## src/rtl/calc_pkg.sv

```systemverilog
`default_nettype none
// ---------------------------------------------------------------------------
// calc_pkg : shared types, 7-segment codes and digit encoder for calc_display
// Revision : 1.0
// ---------------------------------------------------------------------------
package calc_pkg;

  typedef enum logic [1:0] {
    IDLE   = 2'd0,
    SHIFT  = 2'd1,
    UPDATE = 2'd2
  } disp_state_t;

  // Segment order is g..a, bit 6 down to bit 0, active high.
  localparam logic [6:0] SEG_0     = 7'h3F;
  localparam logic [6:0] SEG_1     = 7'h06;
  localparam logic [6:0] SEG_2     = 7'h5B;
  localparam logic [6:0] SEG_3     = 7'h4F;
  localparam logic [6:0] SEG_4     = 7'h66;
  localparam logic [6:0] SEG_5     = 7'h6D;
  localparam logic [6:0] SEG_6     = 7'h7D;
  localparam logic [6:0] SEG_7     = 7'h07;
  localparam logic [6:0] SEG_8     = 7'h7F;
  localparam logic [6:0] SEG_9     = 7'h6F;
  localparam logic [6:0] SEG_DASH  = 7'h40;
  localparam logic [6:0] SEG_BLANK = 7'h00;

  function automatic logic [6:0] seg7(input logic [3:0] digit);
    logic [6:0] seg;
    case (digit)
      4'd0:    seg = SEG_0;
      4'd1:    seg = SEG_1;
      4'd2:    seg = SEG_2;
      4'd3:    seg = SEG_3;
      4'd4:    seg = SEG_4;
      4'd5:    seg = SEG_5;
      4'd6:    seg = SEG_6;
      4'd7:    seg = SEG_7;
      4'd8:    seg = SEG_8;
      4'd9:    seg = SEG_9;
      default: seg = SEG_BLANK;
    endcase
    return seg;
  endfunction

endpackage
`default_nettype wire

```

## src/rtl/bcd_to_seg7.sv

```systemverilog
`default_nettype none
// ---------------------------------------------------------------------------
// bcd_to_seg7 : combinational BCD nibble to 7-segment pattern (g..a)
// Revision    : 1.0
// ---------------------------------------------------------------------------
module bcd_to_seg7
  import calc_pkg::*;
(
  input  logic [3:0] bcd,
  output logic [6:0] seg
);

  assign seg = seg7(bcd);

endmodule
`default_nettype wire

```

## src/rtl/calc_display.sv

```systemverilog
`default_nettype none
// ---------------------------------------------------------------------------
// calc_display : binary result -> BCD (double dabble) -> 7-segment display bus
// Revision     : 1.0
// ---------------------------------------------------------------------------
module calc_display
  import calc_pkg::*;
#(
  parameter int WIDTH          = 10,
  parameter int DIGITS         = 3,
  parameter int BLANK_LEADING  = 1,
  parameter int SEG_ACTIVE_LOW = 0
) (
  input  logic                  clk_in,
  input  logic                  rst,
  input  logic [WIDTH-1:0]      value,
  input  logic                  value_valid,
  output logic [7*DIGITS-1:0]   num_on_display,
  output logic                  busy,
  output logic                  overflow
);

  localparam int DISP_W = 7 * DIGITS;
  localparam int BCD_W  = 4 * (DIGITS + 1);
  localparam int CNT_W  = $clog2(WIDTH + 1);
  localparam logic [CNT_W-1:0]  CNT_LAST   = CNT_W'(WIDTH - 1);
  localparam logic [DISP_W-1:0] DISP_BLANK =
    (SEG_ACTIVE_LOW != 0) ? {DISP_W{1'b1}} : {DISP_W{1'b0}};

  disp_state_t        state_q, state_d;
  logic [WIDTH-1:0]   bin_q, bin_d;
  logic [BCD_W-1:0]   bcd_q, bcd_d;
  logic [CNT_W-1:0]   cnt_q, cnt_d;
  logic [WIDTH-1:0]   pend_q, pend_d;
  logic               pend_full_q, pend_full_d;
  logic [DISP_W-1:0]  disp_q, disp_d;
  logic               ovf_q, ovf_d;

  logic [BCD_W-1:0]   bcd_adj;
  logic [6:0]         w_seg [DIGITS];
  logic [DISP_W-1:0]  w_raw;
  logic [DISP_W-1:0]  w_disp;
  logic               w_ovf;
  logic               lead_zero;

  generate
    for (genvar d = 0; d < DIGITS; d++) begin : g_digit
      bcd_to_seg7 u_seg (
        .bcd (bcd_q[4*d +: 4]),
        .seg (w_seg[d])
      );
    end
  endgenerate

  // Digit formatting: overflow dashes everything, else blank zeros above the ones digit.
  always_comb begin
    w_raw     = '0;
    lead_zero = 1'b1;
    w_ovf     = (bcd_q[BCD_W-1 -: 4] != 4'd0);
    for (int d = DIGITS - 1; d >= 0; d--) begin
      if (w_ovf) begin
        w_raw[7*d +: 7] = SEG_DASH;
      end else if ((BLANK_LEADING != 0) && lead_zero && (d != 0) &&
                   (bcd_q[4*d +: 4] == 4'd0)) begin
        w_raw[7*d +: 7] = SEG_BLANK;
      end else begin
        w_raw[7*d +: 7] = w_seg[d];
        lead_zero       = 1'b0;
      end
    end
    w_disp = (SEG_ACTIVE_LOW != 0) ? ~w_raw : w_raw;
  end

  always_comb begin
    state_d     = state_q;
    bin_d       = bin_q;
    bcd_d       = bcd_q;
    cnt_d       = cnt_q;
    pend_d      = pend_q;
    pend_full_d = pend_full_q;
    disp_d      = disp_q;
    ovf_d       = ovf_q;

    bcd_adj = bcd_q;
    for (int i = 0; i < DIGITS + 1; i++) begin
      if (bcd_q[4*i +: 4] >= 4'd5) begin
        bcd_adj[4*i +: 4] = bcd_q[4*i +: 4] + 4'd3;
      end
    end

    // Pending buffer absorbs strobes arriving mid-conversion; newest one wins.
    if (value_valid && (state_q != IDLE)) begin
      pend_d      = value;
      pend_full_d = 1'b1;
    end

    case (state_q)
      IDLE: begin
        if (value_valid || pend_full_q) begin
          bin_d       = value_valid ? value : pend_q;
          pend_full_d = 1'b0;
          bcd_d       = '0;
          cnt_d       = '0;
          state_d     = SHIFT;
        end
      end
      SHIFT: begin
        bcd_d = (bcd_adj << 1) | {{(BCD_W-1){1'b0}}, bin_q[WIDTH-1]};
        bin_d = bin_q << 1;
        cnt_d = cnt_q + 1'b1;
        if (cnt_q == CNT_LAST) begin
          state_d = UPDATE;
        end
      end
      UPDATE: begin
        disp_d  = w_disp;
        ovf_d   = w_ovf;
        state_d = IDLE;
      end
      default: begin
        state_d = IDLE;
      end
    endcase
  end

  always_ff @(posedge clk_in or posedge rst) begin
    if (rst) begin
      state_q     <= IDLE;
      bin_q       <= '0;
      bcd_q       <= '0;
      cnt_q       <= '0;
      pend_q      <= '0;
      pend_full_q <= 1'b0;
      disp_q      <= DISP_BLANK;
      ovf_q       <= 1'b0;
    end else begin
      state_q     <= state_d;
      bin_q       <= bin_d;
      bcd_q       <= bcd_d;
      cnt_q       <= cnt_d;
      pend_q      <= pend_d;
      pend_full_q <= pend_full_d;
      disp_q      <= disp_d;
      ovf_q       <= ovf_d;
    end
  end

  assign num_on_display = disp_q;
  assign overflow       = ovf_q;
  assign busy           = (state_q != IDLE);

endmodule
`default_nettype wire

```

## config.mk

```make
export PLATFORM = sky130hd
export DESIGN_NAME = calc_display
export DESIGN_NICKNAME = d
export VERILOG_FILES = /design/src/rtl/calc_pkg.sv /design/src/rtl/bcd_to_seg7.sv /design/src/rtl/calc_display.sv
export SDC_FILE = /design/constraint.sdc
export NUM_CORES = 1
export LEC_CHECK = 0
export BUFFER_PORTS_ARGS = -buffer_cell sky130_fd_sc_hd__buf_2
export CORE_MARGIN = 5
export CORE_UTILIZATION = 40
export DETAILED_ROUTE_END_ITERATION = 10
export PLACE_DENSITY = 0.63
export SYNTH_ARGS = -nofsm -noshare
export SYNTH_HDL_FRONTEND = slang
export SYNTH_SLANG_ARGS = --single-unit
```

## constraint.sdc

```tcl
create_clock -name clk_in -period 4.75 [get_ports clk_in]
set_input_delay 0.475 -clock clk_in [delete_from_list [all_inputs] [get_ports clk_in]]
set_output_delay 0.475 -clock clk_in [all_outputs]
set_load 0.005 [all_outputs]
```

# Yosys cells after proc, flatten, opt, wreduce, memory -nomap -nowiden

Memory sizes are Yosys's and may differ from the RTL's.
Cells that the tools add are included.

Add/sub/neg operators: 5
$mul: 0
Divide/modulo/power cells: 0
Magnitude comparators: 4
Equal/unequal tests: 5
Shifts and indexed selects: 0
Mux-type cells: 24
Bitwise logic cells: 1
Reductions and logical operators: 11

Operators by type and width:

| kind                                                 | number |
|---|---|
| 2-to-1 mux 7 bit                                     | 5 |
| case mux 16 bit (2 select lines)                     | 1 |
| 2-to-1 mux 10 bit                                    | 2 |
| case mux 10 bit (2 select lines)                     | 1 |
| >= comparator 4 x 3 -> 1 bit (second input constant) | 4 |
| 2-to-1 mux 16 bit                                    | 1 |
| 2-to-1 mux 4 bit                                     | 4 |
| bitwise OR 16 x 1 -> 16 bit                          | 1 |
| adder 4 x 2 -> 4 bit (second input constant)         | 3 |
| logical NOT 4 bit                                    | 2 |
| case mux 4 bit (2 select lines)                      | 1 |
| 2-to-1 mux 1 bit                                     | 5 |
| adder 4 x 1 -> 4 bit (second input constant)         | 1 |
| == test 4 bit (second input constant)                | 1 |
| 2-to-1 mux 2 bit                                     | 2 |
| != test 2 bit (second input constant)                | 2 |
| case mux 2 bit (2 select lines)                      | 1 |
| AND reduction 2 bit                                  | 2 |
| nonzero test 2 bit                                   | 2 |
| nonzero test 4 bit                                   | 1 |
| adder 3 x 2 -> 3 bit (second input constant)         | 1 |
| 2-to-1 mux 3 bit                                     | 1 |
| == test 2 x 1 -> 1 bit (second input constant)       | 1 |
| == test 2 bit (second input constant)                | 1 |
| other kinds (3)                                      | 4 |

Register bits: 65
Bits in latches: 0
Memory bits (writable): 0
Memory bits (read-only): 336
Input port bits: 13
Memories kept: 3

Memory list:

| memory          | depth | width | rd ports | clocked after Yosys merged registers in | wr ports | RTL line       | source |
|---|---|---|---|---|---|---|---|
| (no name shown) | 16    | 7     | 1        | 0                                       | 0        | calc_pkg.sv:30 | `case (digit)` |
| (no name shown) | 16    | 7     | 1        | 0                                       | 0        | calc_pkg.sv:30 |  |
| (no name shown) | 16    | 7     | 1        | 0                                       | 0        | calc_pkg.sv:30 |  |

# Longest topological paths before layout

Gate-level depths: netlist of the first run.

Depth after elaboration: 6
Gate-level depth with buffers: 7
Mapped depth without buffers: 6

# Cells and area by module

A second synthesis of the first run with hierarchy kept.

Cells, all modules: 375
Area total of the unflattened synthesis: 3687.3 um^2

By module, submodules not included:

| module                             | instances | cells an instance | area each (um^2) |
|---|---|---|---|
| calc_display                       | 1         | 293               | 3047.9 |
| bcd_to_seg7 (g_digit[1].u_seg ...) | 2         | 28                | 219.0 |
| bcd_to_seg7 (g_digit[0].u_seg)     | 1         | 26                | 201.4 |

# Worst setup path before layout of the first run

OpenSTA, ideal clock, no wires.

Path kind: reg2reg
From: register bcd_q[12]
To: register disp_q[10] (netlist: num_on_display[10])
Arrival time: 1.599 ns
Data required time: 4.674 ns
Slack: 3.075 ns
Cell stages (with the launch flop): 7
Path buffers: 0
Period minus slack after synthesis: 1.675 ns
Cells stage by stage: dfrtp_1 inv_1 ha_1 or3b_4 a311oi_4 nand2_2 o21ai_1

Word-level cells in the longest chain between the ends: 5

Ends and longest elaborated chain:

| what                   | RTL line            | source |
|---|---|---|
| start, declared        | calc_display.sv:32  | `logic [BCD_W-1:0] bcd_q, bcd_d;` |
| start signal, assigned | calc_display.sv:130 | `bcd_q <= '0;` |
| start signal, assigned | calc_display.sv:139 | `bcd_q <= bcd_d;` |
| nonzero test 4 bit (*) | calc_display.sv:59  | `w_ovf = (bcd_q[BCD_W-1 -: 4] != 4'd0);` |
| 2-to-1 mux 1 bit       | calc_display.sv:61  | `if (w_ovf) begin` |
| logical AND 1 bit      | calc_display.sv:63  | `end else if ((BLANK_LEADING != 0) && lead_zero && (d != 0) &&` |
| 2-to-1 mux 7 bit       | calc_display.sv:63  |  |
| 2-to-1 mux 7 bit (*)   | calc_display.sv:61  |  |
| end signal, assigned   | calc_display.sv:143 | `disp_q <= disp_d;` |
| end, declared          | calc_display.sv:36  | `logic [DISP_W-1:0] disp_q, disp_d;` |

Mark *: on every way between the ends. The rest lies on a longest branch, timed or not.
A chain may end at the register's enable or synchronous reset.

# Worst setup path after layout of the first run

From: register state_q[0]
To: register disp_q[10] (netlist: num_on_display[10])

Word-level cells in the longest chain between the ends: 1

Ends and longest elaborated chain:

| what                   | RTL line            | source |
|---|---|---|
| start, declared        | calc_display.sv:30  | `disp_state_t state_q, state_d;` |
| start signal, assigned | calc_display.sv:137 | `state_q <= state_d;` |
| == test 2 bit          | calc_display.sv:97  | `case (state_q)` |

No other way between the ends.

==> summary.md, run 1 <==
| Metric | Value |
|---|---|
| Synth top area share | `48.0%` |
| Mapped Area | `between 0.003 and 0.004 sq mm` |
| Final hold violations | `0` |
| DRT iter0 DRCs | `~110` |
| Vias in the first global route | `2409` |
| Post-Syn Instances | `340` |
| Final setup violating endpoints | `0` |
| Achievable Freq | `0.489 GHz` |
| CTS buffer count | `9` |
| Yosys top cell by area | `dfrtp_1` |
| Largest net degree at the start of global routing | `66` |
| Most common cell after layout, fill and taps aside | `dfrtp_1` |
| Post-Syn Nets | `372` |
| Number of diodes | `0` |
| Row cnt | `33` |
| Via total after detailed routing | `around 2500` |
| Die Span X | `102 microns` |
| Die Area | `around 0.010 sq mm` |
| Area grow syn2layout | `12.4%` |
| TNS Setup | `0 ps` |
| Clock Pin Slew Worst Setup and Hold Paths | `approximately 70 ps` |
| Tcrit/Tclk final | `43.1%` |
| Initial antenna violation count | `0` |
| Starting Density | `between 40% and 50%` |
| XOR/XNOR Fraction of Synth Area | `under 10%` |
| Die Span Y | `102 microns` |
| Hpwl dp | `4.73 mm` |
| Reg-to-reg setup timing slack | `about 2700 ps` |
| Drt first pass iters | `4` |
| Worst Path Required | `between 5000 and 6000 ps` |
| Gpl congestion | `0.803` |
| Worst setup EP type | `register` |
| Adder-cell share of the synthesized area | `7.01%` |
| CP Max Fanout | `29` |
| Static Leak | `approximately 0.0018 uW` |
| Routed vias/inst | `between 5 and 6` |
| Clock sink count | `65` |
| WS Path Type | `reg -> reg` |
| Max cap viols | `0` |
| CTS Hold Bufs | `0` |
| CP Data Arrival Time | `around 2300 ps` |
| Root buffer cell | `clkbuf_8` |
| Slew margin rel. | `around 28%` |
| Io pins | `36` |
| Avg WL per Cell | `about 14 microns` |
| Max rail drop VDD | `~0.25 mV` |
| Status | `finished clean` |
| Synth Area in Simple Gates | `14.7%` |
| H-tree levels | `3` |
| Post-cts sizing count | `0` |
| GRT Util Overall | `14.1%` |
| DRC viols | `0` |
| Sequential area share after synthesis | `between 40% and 50%` |
| Register bit total from synthesis | `65` |
| Compound-gate portion of the synthesized area | `~17%` |
| CTS tree | `built` |
| Synth Warn # | `0` |
| Overflow after GRT | `0` |
| IO buf count | `35` |
| Largest cells by area after synthesis | `dfrtp_1 (48%), ha_1 (7.0%), o21ai_0 (4.7%), nand2_1 (4.2%), mux2i_1 (3.8%)` |
| Layout cells sized above 1 | `between 10% and 20%` |
| Commonest cells after routing, fill and taps aside | `dfrtp_1 (65), nand2_1 (38), buf_2 (35)` |
| Power, Total | `approximately 2400 uW` |
| Post-route ant nets | `0` |
| Setup bufs post-CTS | `0` |
| DRT Wirelength | `just under 7 mm` |
| Core area | `between 0.008 and 0.009 sq mm` |
| Post-synth cell types | `41` |
| Clock Path Buffers | `2` |
| Startpoint types | `register` |
| Final Critical Period | `2050 ps` |
| Largest family of logic cells by synthesized area | `compound AO/OA/AOI/OAI gates` |
| Slew Limit Fails | `0` |
| First-pass GRT wire length | `between 10 and 15 mm` |
| Final Skew | `roughly 5.9 ps` |
| Min Hold Slack | `around 350 ps` |
| Worst slew pin tran | `about 1100 ps` |
| Mux contribution to synthesized area | `between 6 and 7%` |
| RSZ-0062 raised after global routing | `no` |
| Syn_area_per_cell | `9.97 sq um` |
| Tightest Hold Check Type | `in -> async` |
| Later-pin clock latency in the skew report | `~340 ps` |
| Pwr/cell area | `631 mW/mm^2` |
| Nets | `400` |
| Fill cells | `802` |
## routing by layer
| layer | vias up | GRT usage, % | part of all wire, % |
|---|---|---|---|
| met4 | 0 | 4.54 | 1.1 |
| met1 | 1188 | 20.5 | 52 |
| met2 | 60 | 19.6 | 42 |
| met3 | 8 | 4.57 | 5.2 |
| met5 | - | 0 | 0 |
| li1 | 1238 | - | - |
## cell families (layout without fill, tap and decap cells)
| group | after synthesis | after routing |
|---|---|---|
| simple gates | 103 | 103 |
| compound gates | 89 | 89 |
| flops | 65 | 65 |
| buf+inv | 35 | 68 |
| mux | 22 | 22 |
| fa+ha+maj | 19 | 19 |
| xor+xnor | 7 | 7 |
## per-stage QoR
| stage | setup slack [ps] | util (%) | instances | area, sq um |
|---|---|---|---|---|
| floorplan | 2650 | - | 340 | 3390 |
| global placement | 2710 | 43.9 | 462 | 3630 |
| detailed placement | 2650 | 43.9 | 462 | 3630 |
| CTS | 2680 | 46.2 | 478 | 3810 |
| global route | 2480 | 46.2 | 478 | 3810 |
| finish | 2700 | 46.2 | 478 | 3810 |
## Yosys cell counts
cell type and count:
dfrtp_1 65, nand2_1 38, o21ai_0 32, nor2_1 23
ha_1 19, a21oi_1 18, inv_1 14, mux2i_1 13
clkbuf_1 11, nand2b_1 11, o31ai_1 10, mux2_2 9
buf_2 8, nor2b_1 8, a221o_1 6, a22o_1 6
nor3_1 6, nor3b_1 5, xnor2_1 5, a211oi_1 3
a32o_1 3, o21ai_1 3, and2_1 2, and3b_1 2
clkbuf_2 2, nand3_1 2, xor2_1 2, a21o_1 1
a221oi_1 1, a311oi_4 1, nand2_2 1, nand4_1 1
o211ai_1 1, o21bai_1 1, o221ai_1 1, o311ai_0 1
o32a_1 1, or2_2 1, or2b_1 1, or3_1 1
or3b_4 1
## power by group
part	switching (uW)	internal [uW]	total (uW)
clock network	214	217	431
logic	536	456	992
registers	203	778	981
total	953	1450	2400
## state kept, by name, summed over array words and instances (netlist names)
signal / flops
pend_full_q: 1
bcd_q: 16
num_on_display: 21
state_q: 2
pend_q: 10
cnt_q: 4
overflow: 1
bin_q: 10
## path summary, 6_finish.rpt
check                             startpoint            endpoint  depth (start not counted)
min                                      rst           pend_q[4]                          3
max reg2reg                       state_q[0]  num_on_display[10]                          4
min reg2reg                num_on_display[3]   num_on_display[3]                          2
max in group asynchronous                rst  num_on_display[15]                          3
min in group clk_in                 value[6]           pend_q[6]                          2
max                               state_q[0]  num_on_display[10]                          4
## area by class of cell
type / count / area, sq um / area share (%)
timing repair buffer: 38 / 198 / 5.19
clock buffer: 12 / 155 / 4.07
multi-input combinational: 240 / 1620 / 42.5
inverter: 14 / 52.6 / 1.38
clock inverter: 4 / 27.5 / 0.722
tap: 105 / 131 / 3.45
sequential: 65 / 1630 / 42.7
## worst max-delay path: stages, from the launching register on
cell      delay [ps]
dfrtp_1          470
nand2b_1         680
a311oi_4         530
nand2_2          110
o21ai_1          170
Power figures use the tool's default switching activity.
==> run 2: changes to the inputs <==
- PLACE_DENSITY: 0.63 -> 0.65
- clock period: 4.75 -> 1.8 ns (I/O delays scaled with it)
==> summary.md, run 2 (synthesized netlist as in run 1, its figures left out) <==
| Metric | Value |
|---|---|
| Fill cells | `787 (was 802)` |
| Worst Setup EP | `num_on_display[7] (was num_on_display[10])` |
| Worst r2r src | `bcd_q[12] (was state_q[0])` |
| Root buffer cell | `clkbuf_8 (unchanged)` |
| Critical path origin | `bcd_q[12] (was state_q[0])` |
| Die Area | `0.0104 sq mm (unchanged)` |
| Starting Density | `41.1% (unchanged)` |
| Later-pin clock latency in the skew report | `350 ps (was 340 ps)` |
| TNS Setup | `0 ps (unchanged)` |
| Most common cell after layout, fill and taps aside | `dfrtp_1 (unchanged)` |
| Clock Path Buffers | `2 (unchanged)` |
| Drt first pass iters | `4 (unchanged)` |
| Max FFs per register | `21 (unchanged)` |
| Routed vias/inst | `5.12 (was 5.22)` |
| Nets | `416 (was 400)` |
| CTS buffer count | `9 (unchanged)` |
| Max rail drop VDD | `1.00 mV (was 0.246 mV)` |
| Tcrit/Tclk final | `94.5% (was 43.1%)` |
| Number of diodes | `0 (unchanged)` |
| Final hold violations | `0 (unchanged)` |
| Avg WL per Cell | `13.8 microns (was 14.2 microns)` |
| Gpl congestion | `0.786 (was 0.803)` |
| Via total after detailed routing | `2531 (was 2494)` |
| Area grow syn2layout | `19.0% (was 12.4%)` |
| Worst setup EP type | `register (unchanged)` |
| DRT Wirelength | `6.80 mm (was 6.77 mm)` |
| CTS tree | `built (unchanged)` |
| CP Max Fanout | `4 (was 29)` |
| FF-to-FF End | `num_on_display[7] (was num_on_display[10])` |
| CP Cell Sequence | `inv_2, ha_1, or3b_4, a311oi_4, nand2_2, o21ai_2 (was nand2b_1, a311oi_4, nand2_2, o21ai_1)` |
| Initial antenna violation count | `0 (unchanged)` |
| Pwr/cell area | `1720 mW/mm^2 (was 631 mW/mm^2)` |
| Stages on the worst setup path | `6 (was 4)` |
| Crit-path max cell delay | `410 ps (was 680 ps)` |
| DRC viols | `0 (unchanged)` |
| Status | `finished clean (unchanged)` |
| Hpwl dp | `4.90 mm (was 4.73 mm)` |
| Largest net degree at the start of global routing | `30 (was 66)` |
| Vias in the first global route | `2502 (was 2409)` |
| Slew Limit Fails | `0 (unchanged)` |
| Overflow after GRT | `0 (unchanged)` |
| Reg2Reg Depth | `6 (was 4)` |
| Die Span Y | `102 microns (unchanged)` |
| Post-route ant nets | `0 (unchanged)` |
| Slew margin rel. | `64.8% (was 27.6%)` |
| RSZ-0062 raised after global routing | `no (unchanged)` |
| Final Skew | `7.39 ps (was 5.92 ps)` |
| Worst Slack Setup Final | `98.8 ps (was 2700 ps)` |
| GRT Util Overall | `14.2% (was 14.1%)` |
| Worst Path Required | `2080 ps (was 5010 ps)` |
| Post-placement setup slack | `17.2 ps (was 2650 ps)` |
| Worst Path Buf+Inv | `1 (was 0)` |
| Max cap viols | `0 (unchanged)` |
| Final setup violating endpoints | `0 (unchanged)` |
| Worst slew pin tran | `529 ps (was 1090 ps)` |
| Clock sink count | `65 (unchanged)` |
| Commonest cells after routing, fill and taps aside | `dfrtp_1 (64), nand2_1 (38), buf_2 (35) (was dfrtp_1 (65), nand2_1 (38), buf_2 (35))` |
| First-pass GRT wire length | `11.8 mm (was 11.6 mm)` |
| Static Leak | `0.00188 uW (was 0.00176 uW)` |
| Startpoint types | `register (unchanged)` |
| CP Data Arrival Time | `1980 ps (was 2310 ps)` |
| Final Critical Period | `1700 ps (was 2050 ps)` |
| Die Span X | `102 microns (unchanged)` |
| DRT iter0 DRCs | `104 (was 114)` |
| Top cell family by delay on the critical path | `simple AND/OR/NAND/NOR gates (unchanged)` |
| Achievable Freq | `0.588 GHz (was 0.489 GHz)` |
| Core area | `0.00826 sq mm (unchanged)` |
| Row cnt | `33 (unchanged)` |
| Layout cells sized above 1 | `23.1% (was 18.0%)` |
| Tightest Hold Check Type | `in -> reg (was in -> async)` |
| IO buf count | `35 (unchanged)` |
| CP max stage cell | `dfrtp_1 (was nand2b_1)` |
| WS Path Type | `reg -> reg (unchanged)` |
| Io pins | `36 (unchanged)` |
| Clock Pin Slew Worst Setup and Hold Paths | `70 ps (about the same)` |
| H-tree levels | `3 (unchanged)` |
| Reg-to-reg setup timing slack | `100 ps (was 2700 ps)` |
[run 2: stage by stage]
stage,util [%],total power [uW],hold WS [ps],std cells,cell area [sq um]
2_1_floorplan,-,4470,318,340,3390
3_3_place_gp,45.4,5300,183,476,3750
3_5_place_dp,45.4,5380,186,476,3750
4_1_cts,48.5,6940,74.6,493,4000
5_1_grt,48.9,7530,74.2,494,4040
6_report,48.9,6950,80.9,494,4040
[run 2: what timing repair did]
item | 4_1_cts | 5_1_grt
gates resized for setup | 0 | 9
hold endpoints to repair | 14 | 0
setup endpoints to repair | 0 | 15
buffers inserted | 0 | 1
hold buffers | 1 | 0
[run 2: cell type report]
class | instances | area, sq um | area share [%]
Clock inverter | 5 | 103 | 2.54
Inverter | 14 | 56.3 | 1.39
Clock buffer | 11 | 141 | 3.50
Sequential cell | 65 | 1630 | 40.3
Multi-Input combinational cell | 240 | 1640 | 40.7
Timing Repair Buffer | 54 | 333 | 8.25
Tap cell | 105 | 131 | 3.25
[run 2: where the power goes]
part	switching (uW)	total (uW)	internal, uW
combinational	1490	2860	1370
sequential	507	2560	2050
clock	572	1530	956
total	2570	6950	4380
[run 2: per-layer routing]
layer | global-route usage [%] | vias to the layer above | wire length (microns)
met3 | 4.78 | 8 | 453
met1 | 18.4 | 1183 | 3210
met4 | 3.94 | 0 | 82
li1 | - | 1278 | -
met5 | 0 | - | 0
met2 | 22.7 | 62 | 3050
[run 2: how the worst min path moves through the flow]
stage	startpoint	to	slack (ps)	cells after the start
floorplan	rst	bcd_q[0]	320	1
global placement	rst	pend_full_q	180	2
detailed placement	rst	pend_full_q	190	2
CTS	value[3]	pend_q[3]	70	2
global route	value[0]	pend_q[0]	70	2
finish	value[2]	pend_q[2]	80	2
==> run 3: changes to the inputs <==
- CELL_PAD_IN_SITES_DETAIL_PLACEMENT: unset -> 1
- CELL_PAD_IN_SITES_GLOBAL_PLACEMENT: unset -> 1
- CORE_ASPECT_RATIO: unset -> 0.6
- CORE_MARGIN: 5 -> 4
- PLACE_DENSITY: 0.65 -> 0.79
==> summary.md, run 3 (synthesized netlist as in run 1, its figures left out) <==
| Metric | Value |
|---|---|
| Status | `finished clean (unchanged)` |
| Final setup violating endpoints | `0 (unchanged)` |
| Final hold violations | `0 (unchanged)` |
| Pwr/cell area | `1790 mW/mm^2 (was 1720 mW/mm^2)` |
| Worst Hold Path Cells | `2 (unchanged)` |
| Sequential share of power | `34.9% (was 36.9%)` |
| WS Path Type | `reg -> reg (unchanged)` |
| Area of the multi-input gates | `0.00166 sq mm (was 0.00164 sq mm)` |
| Gpl congestion | `0.852 (was 0.786)` |
| Slew margin rel. | `56.3% (was 64.8%)` |
| Max rail drop VDD | `0.627 mV (was 1.00 mV)` |
| Initial antenna violation count | `0 (unchanged)` |
| Commonest cells after routing, fill and taps aside | `dfrtp_1 (64), nand2_1 (38), buf_2 (35) (unchanged)` |
| CP Max Fanout | `4 (unchanged)` |
| Largest net degree at the start of global routing | `49 (was 30)` |
| Worst setup EP type | `register (unchanged)` |
| Clock Pin Slew Worst Setup and Hold Paths | `50 ps (was 70 ps)` |
| Sw frac | `38.2% (was 37.0%)` |
| Number of diodes | `0 (unchanged)` |
| P_sw | `2840 uW (was 2570 uW)` |
| Later-pin clock latency in the skew report | `340 ps (was 350 ps)` |
| Pint | `4590 uW (was 4380 uW)` |
| CP Data Arrival Time | `2050 ps (was 1980 ps)` |
| Max FFs per register | `21 (unchanged)` |
| Clock sink count | `65 (unchanged)` |
| RSZ-0062 raised after global routing | `yes (was no)` |
| Die Span X | `127 microns (was 102 microns)` |
| Tcrit/Tclk final | `99.0% (was 94.5%)` |
| Io pins | `36 (unchanged)` |
| CTS buffer count | `9 (unchanged)` |
| Drt first pass iters | `4 (unchanged)` |
| Worst slew pin tran | `649 ps (was 529 ps)` |
| DRC viols | `0 (unchanged)` |
| Nets | `423 (was 416)` |
| Overflow after GRT | `0 (unchanged)` |
| FF-to-FF End | `num_on_display[7] (unchanged)` |
| Hpwl dp | `6.31 mm (was 4.90 mm)` |
| Clock Path Buffers | `2 (unchanged)` |
| Slew Limit Fails | `0 (unchanged)` |
| CTS tree | `built (unchanged)` |
| Post-route ant nets | `0 (unchanged)` |
| Vias in the first global route | `2959 (was 2502)` |
| Worst Path Required | `2060 ps (was 2080 ps)` |
| Max cap viols | `0 (unchanged)` |
| Most common cell after layout, fill and taps aside | `dfrtp_1 (unchanged)` |
| DRT iter0 DRCs | `170 (was 104)` |
| Layout cells sized above 1 | `24.7% (was 23.1%)` |
| Logic pwr share | `42.4% (was 41.1%)` |
| Reg-to-reg setup timing slack | `20 ps (was 100 ps)` |
| Final Skew | `4.72 ps (was 7.39 ps)` |
| Fill cells | `932 (was 787)` |
| GRT Util Overall | `18.9% (was 14.2%)` |
| Worst Hold End | `pend_q[8] (was pend_q[2])` |
| Area grow syn2layout | `22.6% (was 19.0%)` |
| First-pass GRT wire length | `15.0 mm (was 11.8 mm)` |
| Register area | `0.00163 sq mm (unchanged)` |
| IO buf count | `35 (unchanged)` |
| Static Leak | `0.00195 uW (was 0.00188 uW)` |
| Root buffer cell | `clkbuf_16 (was clkbuf_8)` |
| Die Span Y | `79.3 microns (was 102 microns)` |
| Startpoint types | `register (unchanged)` |
| Via total after detailed routing | `2723 (was 2531)` |
| Area after DPL | `0.00379 sq mm (was 0.00375 sq mm)` |
| Final Critical Period | `1780 ps (was 1700 ps)` |
| Die Area | `0.0101 sq mm (was 0.0104 sq mm)` |
| Avg WL per Cell | `17.6 microns (was 13.8 microns)` |
| Row cnt | `25 (was 33)` |
| H-tree levels | `3 (unchanged)` |
| Reg2Reg Depth | `6 (unchanged)` |
| Hold Path Origin | `value[8] (was value[2])` |
| Min Hold Slack | `90.5 ps (was 80.9 ps)` |
| Core area | `0.00807 sq mm (was 0.00826 sq mm)` |
| Tightest Hold Check Type | `in -> reg (unchanged)` |
| Worst r2r src | `bcd_q[12] (unchanged)` |
| DRT Wirelength | `8.87 mm (was 6.80 mm)` |
| Starting Density | `42.0% (was 41.1%)` |
| Power, Total | `7430 uW (was 6950 uW)` |
| Routed vias/inst | `5.40 (was 5.12)` |
| Achievable Freq | `0.561 GHz (was 0.588 GHz)` |
| Clock power share | `22.7% (was 22.0%)` |
| Design area | `0.00416 sq mm (was 0.00404 sq mm)` |
## run 3: cell count changes in the layout (fill, tap and decap cells not counted), sizes merged
cell      before  now
clkbuf        11   14
clkinvlp       2    1
bufinv         3    0
clkinv         1    2
buf           53   60
## run 3: worst max path at each step
stage,to,depth (start not counted),from,slack [ps]
final,num_on_display[7],6,bcd_q[12],20
after global routing,num_on_display[12],6,bcd_q[12],-40
after CTS,num_on_display[10],6,bcd_q[12],20
after detailed placement,num_on_display[8],5,bcd_q[8],-100
after global placement,num_on_display[12],6,bcd_q[12],60
after floorplan,num_on_display[10],6,bcd_q[12],120
## run 3: per-stage QoR
stage | setup TNS, ps | worst slack (ps) | cells | util, %
floorplan | 0 | 125 | 340 | -
global placement | 0 | 63.2 | 484 | 47.0
detailed placement | -278 | -101 | 484 | 47.0
CTS | 0 | 21.1 | 501 | 50.9
global route | -108 | -39.8 | 504 | 51.5
finish | 0 | 18.2 | 504 | 51.5
## run 3: timing repair
action	4_1_cts	5_1_grt
setup endpoints to repair	7	14
hold buffers	1	0
buffers inserted	0	3
pin swaps	1	4
resized for setup	2	9
gates cloned	0	0
endpoints found under the hold margin	17	0
## run 3: final cells by class
| cell class | instances | area share (%) |
|---|---|---|
| sequential | 65 | 39.2 |
| multi-input combinational | 240 | 39.9 |
| tap | 108 | 3.25 |
| clock inverter | 2 | 0.241 |
| inverter | 14 | 1.35 |
| timing repair buffer | 61 | 9.27 |
| clock buffer | 14 | 6.83 |
## run 3: power by group through the flow
stage / sequential [uW] / clock, uW / combinational (uW)
after detailed placement: 2590 / 0 / 3030
after global routing: 2690 / 1780 / 3550
final: 2590 / 1680 / 3150
after global placement: 2530 / 0 / 2850
after floorplan: 2420 / 0 / 2050
after CTS: 2580 / 1720 / 3080
## run 3: per-layer routing
metal	global-route usage, %	vias to the layer above	wire [microns]
met1	24.2	1389	4060
li1	-	1286	-
met4	4.82	0	93
met5	0	-	0
met3	5.31	11	423
met2	31.7	37	4290
## run 3: worst max-delay path, cell delays in order, from the launching register on
cell and delay [ps]:
dfrtp_1 410, inv_2 90, ha_4 120, or3b_4 400
a311oi_4 380, nand2_2 140, o21ai_1 160
